**src/rtl/super_stack.sv**
```systemverilog
// -----------------------------------------------------------------------------
// super_stack
//
// Synchronous LIFO operand/frame stack of WIDTH-bit words. Capacity is
// MAX_STACK = 2^(DEPTH+1)-1 entries, so the stack pointer fits in DEPTH+1 bits
// with the all-ones value meaning "full". The top three entries are presented
// on registered outputs.
//
// Frame support: underflow_limit marks the lowest entry owned by the current
// frame. POP/REPLACE refuse to cross it. UNDERFLOW_GET/SET address entries
// below it, counting downwards from underflow_limit-1, and are bounded by the
// caller-supplied window [lower_limit, upper_limit).
//
// Ports
//   clk              in   rising-edge clock
//   reset            in   synchronous, active-low reset
//   op               in   3-bit operation code (see OP_* below)
//   data             in   write data
//   offset           in   new index (INDEX_RESET*) or frame offset (UNDERFLOW_*)
//   underflow_limit  in   lowest index owned by the current frame
//   upper_limit      in   exclusive upper bound for UNDERFLOW_* addresses
//   lower_limit      in   inclusive lower bound for UNDERFLOW_* addresses
//   index            out  number of entries (stack pointer)
//   out/out1/out2    out  stack[index-1] / stack[index-2] / stack[index-3]
//   status           out  result of the op sampled at the previous edge
// -----------------------------------------------------------------------------
module super_stack #(
  parameter int WIDTH = 8,
  parameter int DEPTH = 1
) (
  input  logic             clk,
  input  logic             reset,
  input  logic [2:0]       op,
  input  logic [WIDTH-1:0] data,
  input  logic [DEPTH:0]   offset,
  input  logic [DEPTH:0]   underflow_limit,
  input  logic [DEPTH:0]   upper_limit,
  input  logic [DEPTH:0]   lower_limit,
  output logic [DEPTH:0]   index,
  output logic [WIDTH-1:0] out,
  output logic [WIDTH-1:0] out1,
  output logic [WIDTH-1:0] out2,
  output logic [2:0]       status
);

  localparam int IW      = DEPTH + 1;
  localparam int MAX_INT = (1 << IW) - 1;
  // Capacity equals the all-ones pointer value.
  localparam logic [IW-1:0] MAX_STACK = '1;

  // Operation codes
  localparam logic [2:0] OP_NONE        = 3'd0;
  localparam logic [2:0] OP_PUSH        = 3'd1;
  localparam logic [2:0] OP_POP         = 3'd2;
  localparam logic [2:0] OP_REPLACE     = 3'd3;
  localparam logic [2:0] OP_INDEX_RESET = 3'd4;
  localparam logic [2:0] OP_IDX_RST_PSH = 3'd5;
  localparam logic [2:0] OP_UF_GET      = 3'd6;
  localparam logic [2:0] OP_UF_SET      = 3'd7;

  // Status codes
  localparam logic [2:0] ST_NONE       = 3'd0;
  localparam logic [2:0] ST_EMPTY      = 3'd1;
  localparam logic [2:0] ST_FULL       = 3'd2;
  localparam logic [2:0] ST_OVERFLOW   = 3'd3;
  localparam logic [2:0] ST_UNDERFLOW  = 3'd4;
  localparam logic [2:0] ST_BAD_OFFSET = 3'd5;

  // ---------------------------------------------------------------------------
  // State
  // ---------------------------------------------------------------------------
  logic [WIDTH-1:0] mem_q [MAX_INT];
  logic [IW-1:0]    index_q, index_d;
  logic [2:0]       status_q, status_d;
  logic [WIDTH-1:0] out_q, out_d;
  logic [WIDTH-1:0] out1_q, out1_d;
  logic [WIDTH-1:0] out2_q, out2_d;

  // Decoded control
  logic             we;        // memory write this cycle
  logic [IW-1:0]    waddr;     // memory write address
  logic             refresh;   // reload out/out1/out2 from the new top of stack
  logic             get_hit;   // valid UNDERFLOW_GET: load out from frame slot
  logic [IW-1:0]    uf_addr;   // frame slot address for UNDERFLOW_*
  logic             uf_valid;

  // Occupancy status of a pointer value relative to the frame base.
  function automatic logic [2:0] occ(input logic [IW-1:0] i,
                                     input logic [IW-1:0] ul);
    if (i < ul)              occ = ST_UNDERFLOW;
    else if (i == ul)        occ = ST_EMPTY;
    else if (i == MAX_STACK) occ = ST_FULL;
    else                     occ = ST_NONE;
  endfunction

  // Frame slots are numbered downwards from underflow_limit-1. The
  // offset < underflow_limit term also rules out a wrapped address.
  always_comb begin
    uf_addr  = underflow_limit - IW'(1) - offset;
    uf_valid = (offset < underflow_limit) &&
               (lower_limit <= uf_addr) && (uf_addr < upper_limit);
  end

  // ---------------------------------------------------------------------------
  // Operation decode
  // ---------------------------------------------------------------------------
  // NOTE: every signal driven here gets a default first so no path through the
  // case leaves it unassigned; otherwise a latch would be inferred.
  always_comb begin
    index_d  = index_q;
    status_d = ST_NONE;
    we       = 1'b0;
    waddr    = index_q;
    refresh  = 1'b0;
    get_hit  = 1'b0;

    unique case (op)
      OP_NONE: begin
        status_d = occ(index_q, underflow_limit);
        refresh  = 1'b1;
      end

      OP_PUSH: begin
        if (index_q == MAX_STACK) begin
          status_d = ST_OVERFLOW;
        end else begin
          // Pushing below the frame base is legal; only POP/REPLACE guard it.
          we       = 1'b1;
          waddr    = index_q;
          index_d  = index_q + IW'(1);
          status_d = occ(index_d, underflow_limit);
          refresh  = 1'b1;
        end
      end

      OP_POP: begin
        if (index_q <= underflow_limit) begin
          status_d = ST_UNDERFLOW;
        end else begin
          index_d  = index_q - IW'(1);
          status_d = occ(index_d, underflow_limit);
          refresh  = 1'b1;
        end
      end

      OP_REPLACE: begin
        if (index_q <= underflow_limit) begin
          status_d = ST_UNDERFLOW;
        end else begin
          we       = 1'b1;
          waddr    = index_q - IW'(1);
          status_d = occ(index_q, underflow_limit);
          refresh  = 1'b1;
        end
      end

      OP_INDEX_RESET: begin
        // offset is IW bits wide, so it can never exceed MAX_STACK and the
        // BAD_OFFSET case is unreachable. Outputs deliberately keep their
        // old values here.
        index_d  = offset;
        status_d = occ(offset, underflow_limit);
      end

      OP_IDX_RST_PSH: begin
        if (offset == MAX_STACK) begin
          status_d = ST_OVERFLOW;
        end else begin
          // Performed even if the resulting pointer is below the frame base.
          we       = 1'b1;
          waddr    = offset;
          index_d  = offset + IW'(1);
          status_d = occ(index_d, underflow_limit);
          refresh  = 1'b1;
        end
      end

      OP_UF_GET: begin
        if (uf_valid) begin
          get_hit  = 1'b1;
          status_d = ST_NONE;
        end else begin
          status_d = ST_BAD_OFFSET;
        end
      end

      OP_UF_SET: begin
        if (uf_valid) begin
          we       = 1'b1;
          waddr    = uf_addr;
          status_d = ST_NONE;
        end else begin
          status_d = ST_BAD_OFFSET;
        end
      end

      default: ;
    endcase
  end

  // ---------------------------------------------------------------------------
  // Output refresh
  // ---------------------------------------------------------------------------
  // The three visible slots sit at index_d-1..index_d-3. A write in the same
  // cycle may land on one of them, so it is forwarded ahead of the array.
  logic [IW-1:0]    rd_addr [3];
  logic             rd_ok   [3];
  logic [WIDTH-1:0] rd_val  [3];

  always_comb begin
    for (int k = 0; k < 3; k++) begin
      rd_ok[k]   = 32'(index_d) >= k + 1;
      rd_addr[k] = rd_ok[k] ? index_d - IW'(k + 1) : '0;
      rd_val[k]  = (we && waddr == rd_addr[k]) ? data : mem_q[rd_addr[k]];
    end
  end

  always_comb begin
    out_d  = out_q;
    out1_d = out1_q;
    out2_d = out2_q;
    // Slots that would fall below entry 0 keep their previous contents.
    if (refresh) begin
      if (rd_ok[0]) out_d  = rd_val[0];
      if (rd_ok[1]) out1_d = rd_val[1];
      if (rd_ok[2]) out2_d = rd_val[2];
    end
    if (get_hit) out_d = mem_q[uf_addr];
  end

  // ---------------------------------------------------------------------------
  // Registers
  // ---------------------------------------------------------------------------
  // NOTE: state uses non-blocking assignments so every register samples the
  // pre-edge values, independent of statement order.
  always_ff @(posedge clk) begin
    if (!reset) begin
      index_q  <= '0;
      status_q <= ST_EMPTY;
      // out/out1/out2 intentionally keep their values through reset.
    end else begin
      index_q  <= index_d;
      status_q <= status_d;
      out_q    <= out_d;
      out1_q   <= out1_d;
      out2_q   <= out2_d;
    end
  end

  // NOTE: the storage array has no reset; clearing index is enough to make it
  // logically empty, and leaving it unreset lets it map onto plain RAM cells.
  always_ff @(posedge clk) begin
    if (reset && we) mem_q[waddr] <= data;
  end

  assign index  = index_q;
  assign status = status_q;
  assign out    = out_q;
  assign out1   = out1_q;
  assign out2   = out2_q;

endmodule

```
**config.mk**
```make
export PLATFORM = sky130hd
export DESIGN_NAME = super_stack
export DESIGN_NICKNAME = d
export VERILOG_FILES = /design/src/rtl/super_stack.sv
export SDC_FILE = /design/constraint.sdc
export NUM_CORES = 1
export LEC_CHECK = 0
export ABC_AREA = 1
export BUFFER_PORTS_ARGS = -buffer_cell sky130_fd_sc_hd__buf_2
export CORE_ASPECT_RATIO = 1.5
export CORE_MARGIN = 3
export CORE_UTILIZATION = 45
export DETAILED_ROUTE_END_ITERATION = 8
export MAX_ROUTING_LAYER = met4
export PLACE_DENSITY = 0.7
export SYNTH_ARGS = -nofsm -noshare
export SYNTH_HDL_FRONTEND = slang
export SYNTH_SLANG_ARGS = --single-unit
```
**constraint.sdc**
```tcl
create_clock -name clk -period 9.7 [get_ports clk]
set_input_delay 0.97 -clock clk [delete_from_list [all_inputs] [get_ports clk]]
set_output_delay 0.97 -clock clk [all_outputs]
set_load 0.01 [all_outputs]
```
Word level (Yosys, flattened, before mapping)
Memory sizes are Yosys's and may differ from the RTL's. A register that Yosys moved wholly into a read port is not among the register bits.
Cells that the tools add are included.
{"block": "totals", "ramBits": 24, "register_bits": 13, "output_inout_bits": 29, "n_memories": 1, "elab_cells": 97, "input_bits": 21}
{"block": "op_classes", "add_sub_neg": 8, "mux": 44, "n_lt_le_gt_ge": 11, "reduce_logical": 12, "n_eq_ne": 18}
{"name": "mem_q", "words": 3, "width": 8, "rd": 4, "rd_ports_with_merged_regs": 2, "wr": 1, "line": "72", "text": "logic [WIDTH-1:0] mem_q [MAX_INT];"}
{"operator": "two-way mux 2 bit", "count": 18}
{"operator": "two-way mux 8 bit", "count": 4}
{"operator": "two-way mux 3 bit", "count": 10}
{"operator": "case mux 3 bit (7 select lines)", "count": 1}
{"operator": "== test 2 bit", "count": 6}
{"operator": "== test 3 bit, second input constant", "count": 4}
{"operator": "less-than comparator 2 bit", "count": 6}
{"operator": "== test 2 bit, second input constant", "count": 5}
{"operator": "AND reduction 3 bit", "count": 3}
{"operator": "case mux 1 bit (4 select lines)", "count": 2}
{"operator": "case mux 2 bit (4 select lines)", "count": 1}
{"operator": "two-way mux 1 bit", "count": 7}
{"operator": "== test 3 x 2 -> 1 bit, second input constant", "count": 2}
{"operator": "case mux 2 bit (3 select lines)", "count": 1}
{"operator": "subtractor 2 x 1 -> 2 bit, second input constant", "count": 3}
{"operator": "adder 2 x 1 -> 2 bit, second input constant", "count": 2}
{"operator": ">= comparator 2 bit, second input constant", "count": 2}
{"operator": "<= comparator 2 bit", "count": 2}
{"operator": "logical AND 1 bit", "count": 4}
{"operator": "nonzero test 2 bit", "count": 2}
{"operator": "OR reduction 2 bit", "count": 2}
{"operator": "subtractor 2 bit, second input constant", "count": 2}
{"operator": "== test 3 x 1 -> 1 bit, second input constant", "count": 1}
{"operator": "logical NOT 3 bit", "count": 1}
{"operator": "other kinds (2)", "count": 2}

Depth between registers and ports, before layout
{"block": "depth", "depth_word": 13, "mapped_depth": 20, "depth_no_buf": 19}

Worst setup path after synthesis
No wires, ideal clock.
{"block": "synth_timing", "path_kind": "input to register", "from": "input port underflow_limit[1]", "to": "memory mem_q[1][0], enable pin", "setup_ns": 0.375, "path_stages": 13, "required_ns": 9.325, "n_path_buf": 2, "setup_slack_ns": 5.714, "arrival_time_ns": 3.611, "cell_sequence": "inv_1 ha_1 or2_0 nand2_1 clkbuf_1 inv_1 ha_1 a21oi_4 nand4_2 a21oi_2 buf_4 nand4_1 a21oi_1"}
{"block": "synth_via", "elab_chain_len": 10, "elab_cells_between_ends": 17, "cone_classes": "add/sub: 2; order compare: 4; mux: 8; reduce/logical: 3"}
{"element": "start: declaration", "line": "36", "text": "input logic [DEPTH:0] underflow_limit,"}
{"element": "subtractor 2 x 1 -> 2 bit", "line": "99", "text": "uf_addr = underflow_limit - IW'(1) - offset;"}
{"element": "subtractor 2 bit", "line": "99"}
{"element": "<= comparator 2 bit", "line": "101", "text": "(lower_limit <= uf_addr) && (uf_addr < upper_limit);"}
{"element": "logical AND 1 bit", "line": "100", "text": "uf_valid = (offset < underflow_limit) &&"}
{"element": "logical AND 1 bit", "line": "101"}
{"element": "two-way mux 1 bit", "line": "188", "text": "if (uf_valid) begin"}
{"element": "case mux 1 bit (4 select lines)", "line": "117", "text": "unique case (op)"}
{"element": "logical AND 1 bit", "line": "253", "text": "if (reset && we) mem_q[waddr] <= data;"}
{"element": "two-way mux 1 bit", "line": "253"}
{"element": "two-way mux 1 bit (implied by the code)", "line": "253"}
{"element": "end: declaration", "line": "72"}
Parallel ways exist; a longest one is shown, timed or not.

Final worst setup path
{"block": "layout_timing", "from": "input port underflow_limit[1]", "to": "memory mem_q[1][5], enable pin"}
The elaborated chain is that of the path after synthesis.

==> run_results.csv <==
group,metric,value,unit
status,status,"complete, no violations",
yosys,synthDominantCellAreaShare,39.9,%
cts,tritoncts,"built",
yosys,ys_seq_elements,53,
detailed_routing,final_antenna_net_count,0,
yosys,synth.net_count,486,
timing,setup_repair_after_global_routing_missed_its_margin,"no",
power,power.ir.vdd_worst,0.0000730,V
placed_design,port-buffer-count,49,
yosys,synth_area_leader_cell,"sky130_fd_sc_hd__edfxtp_1",
min_path,min_delay_path_class,"reg2reg",
floorplan,core,0.00771,mm^2
cells_and_area,antennaDiodeCount,0,
placed_design,hpwl,7.30,mm
timing,worst_pin_slew,0.947,ns
timing,setup_viol_count_final,0,
timing,fin_crit_sh,44.6,%
placed_design,dp.cells,576,
timing,finalCriticalPeriod,4.33,ns
cts,root_buffer,"sky130_fd_sc_hd__clkbuf_16",
placed_design,globalplace.congestion,0.939,
critical_path,critical_path.startpoint_type,"input port",
yosys,post-synth-top-count-cell,"sky130_fd_sc_hd__nand2_1",
critical_path,worst-path-buf-inv,3,
power,static-leakage-power,1.79,nW
yosys,synth.top_cells.by_area,"sky130_fd_sc_hd__edfxtp_1, sky130_fd_sc_hd__nand2_1, sky130_fd_sc_hd__ha_1",
yosys,ys_async_sr_fraction,0,%
cells_and_area,syn2layout_area_growth,11.8,%
detailed_routing,wirelength,9.31,mm
timing,timing.fmax,231,MHz
cells_and_area,nets,527,
global_routing,grt_remaining_overflow,0,
cells_and_area,stdcell_area,0.00404,mm^2
floorplan,placement_rows,39,
power,power-per-cell-area,146,mW/mm^2
critical_path,crit_path_max_fanout,19,
timing,max_slew_margin,36.9,%
cts,clock-sinks,53,
job,cap_violations,0,
cells_and_area,instances_no_fill,583,
critical_path,reg2reg_setup_slack,5.78,ns
floorplan,dieArea,0.00916,mm^2
timing,holdWs,0.639,ns
yosys,dominantRegCellSynth,"sky130_fd_sc_hd__edfxtp_1",
yosys,synth-edff-count,48,
critical_path,crit_slowest_cell,"sky130_fd_sc_hd__a21oi_1",
timing,finalHoldViolCount,0,
cts,postCtsHoldBufs,0,
yosys,synth.yosys.seq_area_share,42.7,%
timing,setup_tns_after_final_layout,0,ns
cts,clk_pin_slew_worst_paths,0.07,ns
cells_and_area,post_route_cells_drive_above_1_share,17.5,%
yosys,synth_area_per_cell,8.21,um^2
critical_path,path_class,"in2reg",
global_routing,globalRouteTotalUtil,22.0,%
critical_path,worstSetupEndpointType,"flip-flop",
detailed_routing,drt_iter0_drc,213,
critical_path,crit_chain,"buf_2 > inv_1 > ha_1 > or2_0 > nand2_1 > inv_1 > ha_1 > a21oi_4 > nand4_2 > a21oi_2 > nand4_1 > a21oi_1",
cts,htreeDepth,2,
yosys,yosysWarningCount,0,
detailed_routing,vias,3141,
global_routing,largest_net_degree_at_the_start_of_global_routing,35,
cts,cts-buffers-inserted,5,
placed_design,placedInstanceArea,0.00390,mm^2
global_routing,initial_antenna_violation_count,0,
yosys,cells_after_synth,440,
detailed_routing,detail_route.wl_per_cell,16.0,um
cts,cts.path.max_buffers,2,
cells_and_area,finalCoreUtilization,52.4,%
timing,final-max-slew-violation-count,0,
critical_path,worst_path_largest_cell_delay,0.68,ns
critical_path,timing.critical_path.max_delay_family,"compound AO/OA/AOI/OAI gates",
global_routing,grt_pass1_wl,14.8,mm
yosys,synth_cell_types,40,
global_routing,first_global_vias,3007,
yosys,synth.cells.most_frequent,"sky130_fd_sc_hd__nand2_1, sky130_fd_sc_hd__inv_1, sky130_fd_sc_hd__o21ai_0",
detailed_routing,vias_per_cell,5.39,
cts,cts.repair.resized,0,
cts,post_cts_buffers,0,
yosys,synth_area,0.00361,mm^2
floorplan,floorplan.initialDensity,46.8,%
critical_path,critPathArrivalTime,4.24,ns
floorplan,dieHeight,116,um
floorplan,io_pins,50,
cts,insertion_delay_to_the_later_sink_of_the_worst_skew_pair,0.29,ns
critical_path,worst-endpoint-required,9.62,ns
timing,worst_clock_skew,0.00560,ns
detailed_routing,drcViolationCount,0,
detailed_routing,drt_pass1_iterations,7,
floorplan,chipWidth,79.1,um
-- layout by cell type, fill, tap and decap left out, drive strengths merged, types with 2 or more instances in the layout --
master / instances
a21oi: 12
buf: 49
clkbuf: 5
dfxtp: 5
edfxtp: 48
ha: 25
inv: 63
nand2: 122
nand3: 22
nand4: 13
nor2: 25
nor3: 6
o211ai: 11
o21ai: 61
o22ai: 2
or2: 2
-- area by class of cell --
cell class,count,area [um^2]
Timing Repair Buffer,49,245
Fill cell,769,3670
Inverter,62,233
Sequential cell,53,1540
Multi-Input combinational cell,310,1750
Clock inverter,2,13.8
Clock buffer,5,125
Tap cell,102,128
-- cell families after synthesis --
kind of cell	share of synthesized area [%]
and+or+nand+nor	24.1
AOI/OAI and AO/OA	15.7
buffers and inverters	8.84
DFF	42.7
adders and majority gates	8.66
-- through the flow --
step	total power [mW]	setup slack [ns]
after floorplan	0.386	5.71
after global placement	0.423	5.33
after detailed placement	0.425	5.17
after CTS	0.593	5.44
after global routing	0.625	5.09
final	0.591	5.37
-- state kept, by name, summed over array words and instances (netlist names) --
register and cells:
out 8, out2 8, status 3, out1 8
index 2, mem_q 24
-- worst reg2reg max path, delay by kind of cell (launching register included) --
family	cells	cell delay (ns)
simple gates	10	1.17
compound gates	1	0.28
flops	1	0.60
buf+inv	3	0.48
fa+ha+maj	2	1.16
-- where the power goes --
part | total (mW) | switching, mW | internal (mW) | leakage (nW)
clock network | 0.170 | 0.0749 | 0.0946 | 0.0701
logic | 0.154 | 0.103 | 0.0504 | 1.24
registers | 0.268 | 0.00449 | 0.263 | 0.477
-- final timing paths --
path                      start          end  cells past startpoint
max          underflow_limit[1]  mem_q[1][5]                     12
min                 mem_q[2][3]      out2[3]                      2
max reg2reg            index[0]       out[3]                     16
min reg2reg         mem_q[2][3]      out2[3]                      2
-- routing by layer --
layer  vias to the layer above  track usage (%)  share of wire, %
met4                         0             16.1               7.1
met3                        49             2.26               5.0
li1                       1575                -                 -
met1                      1380             22.5                36
met2                       137             38.5                52
met5                         -                -                 0
Note: power is estimated with default switching activity, not from simulation.
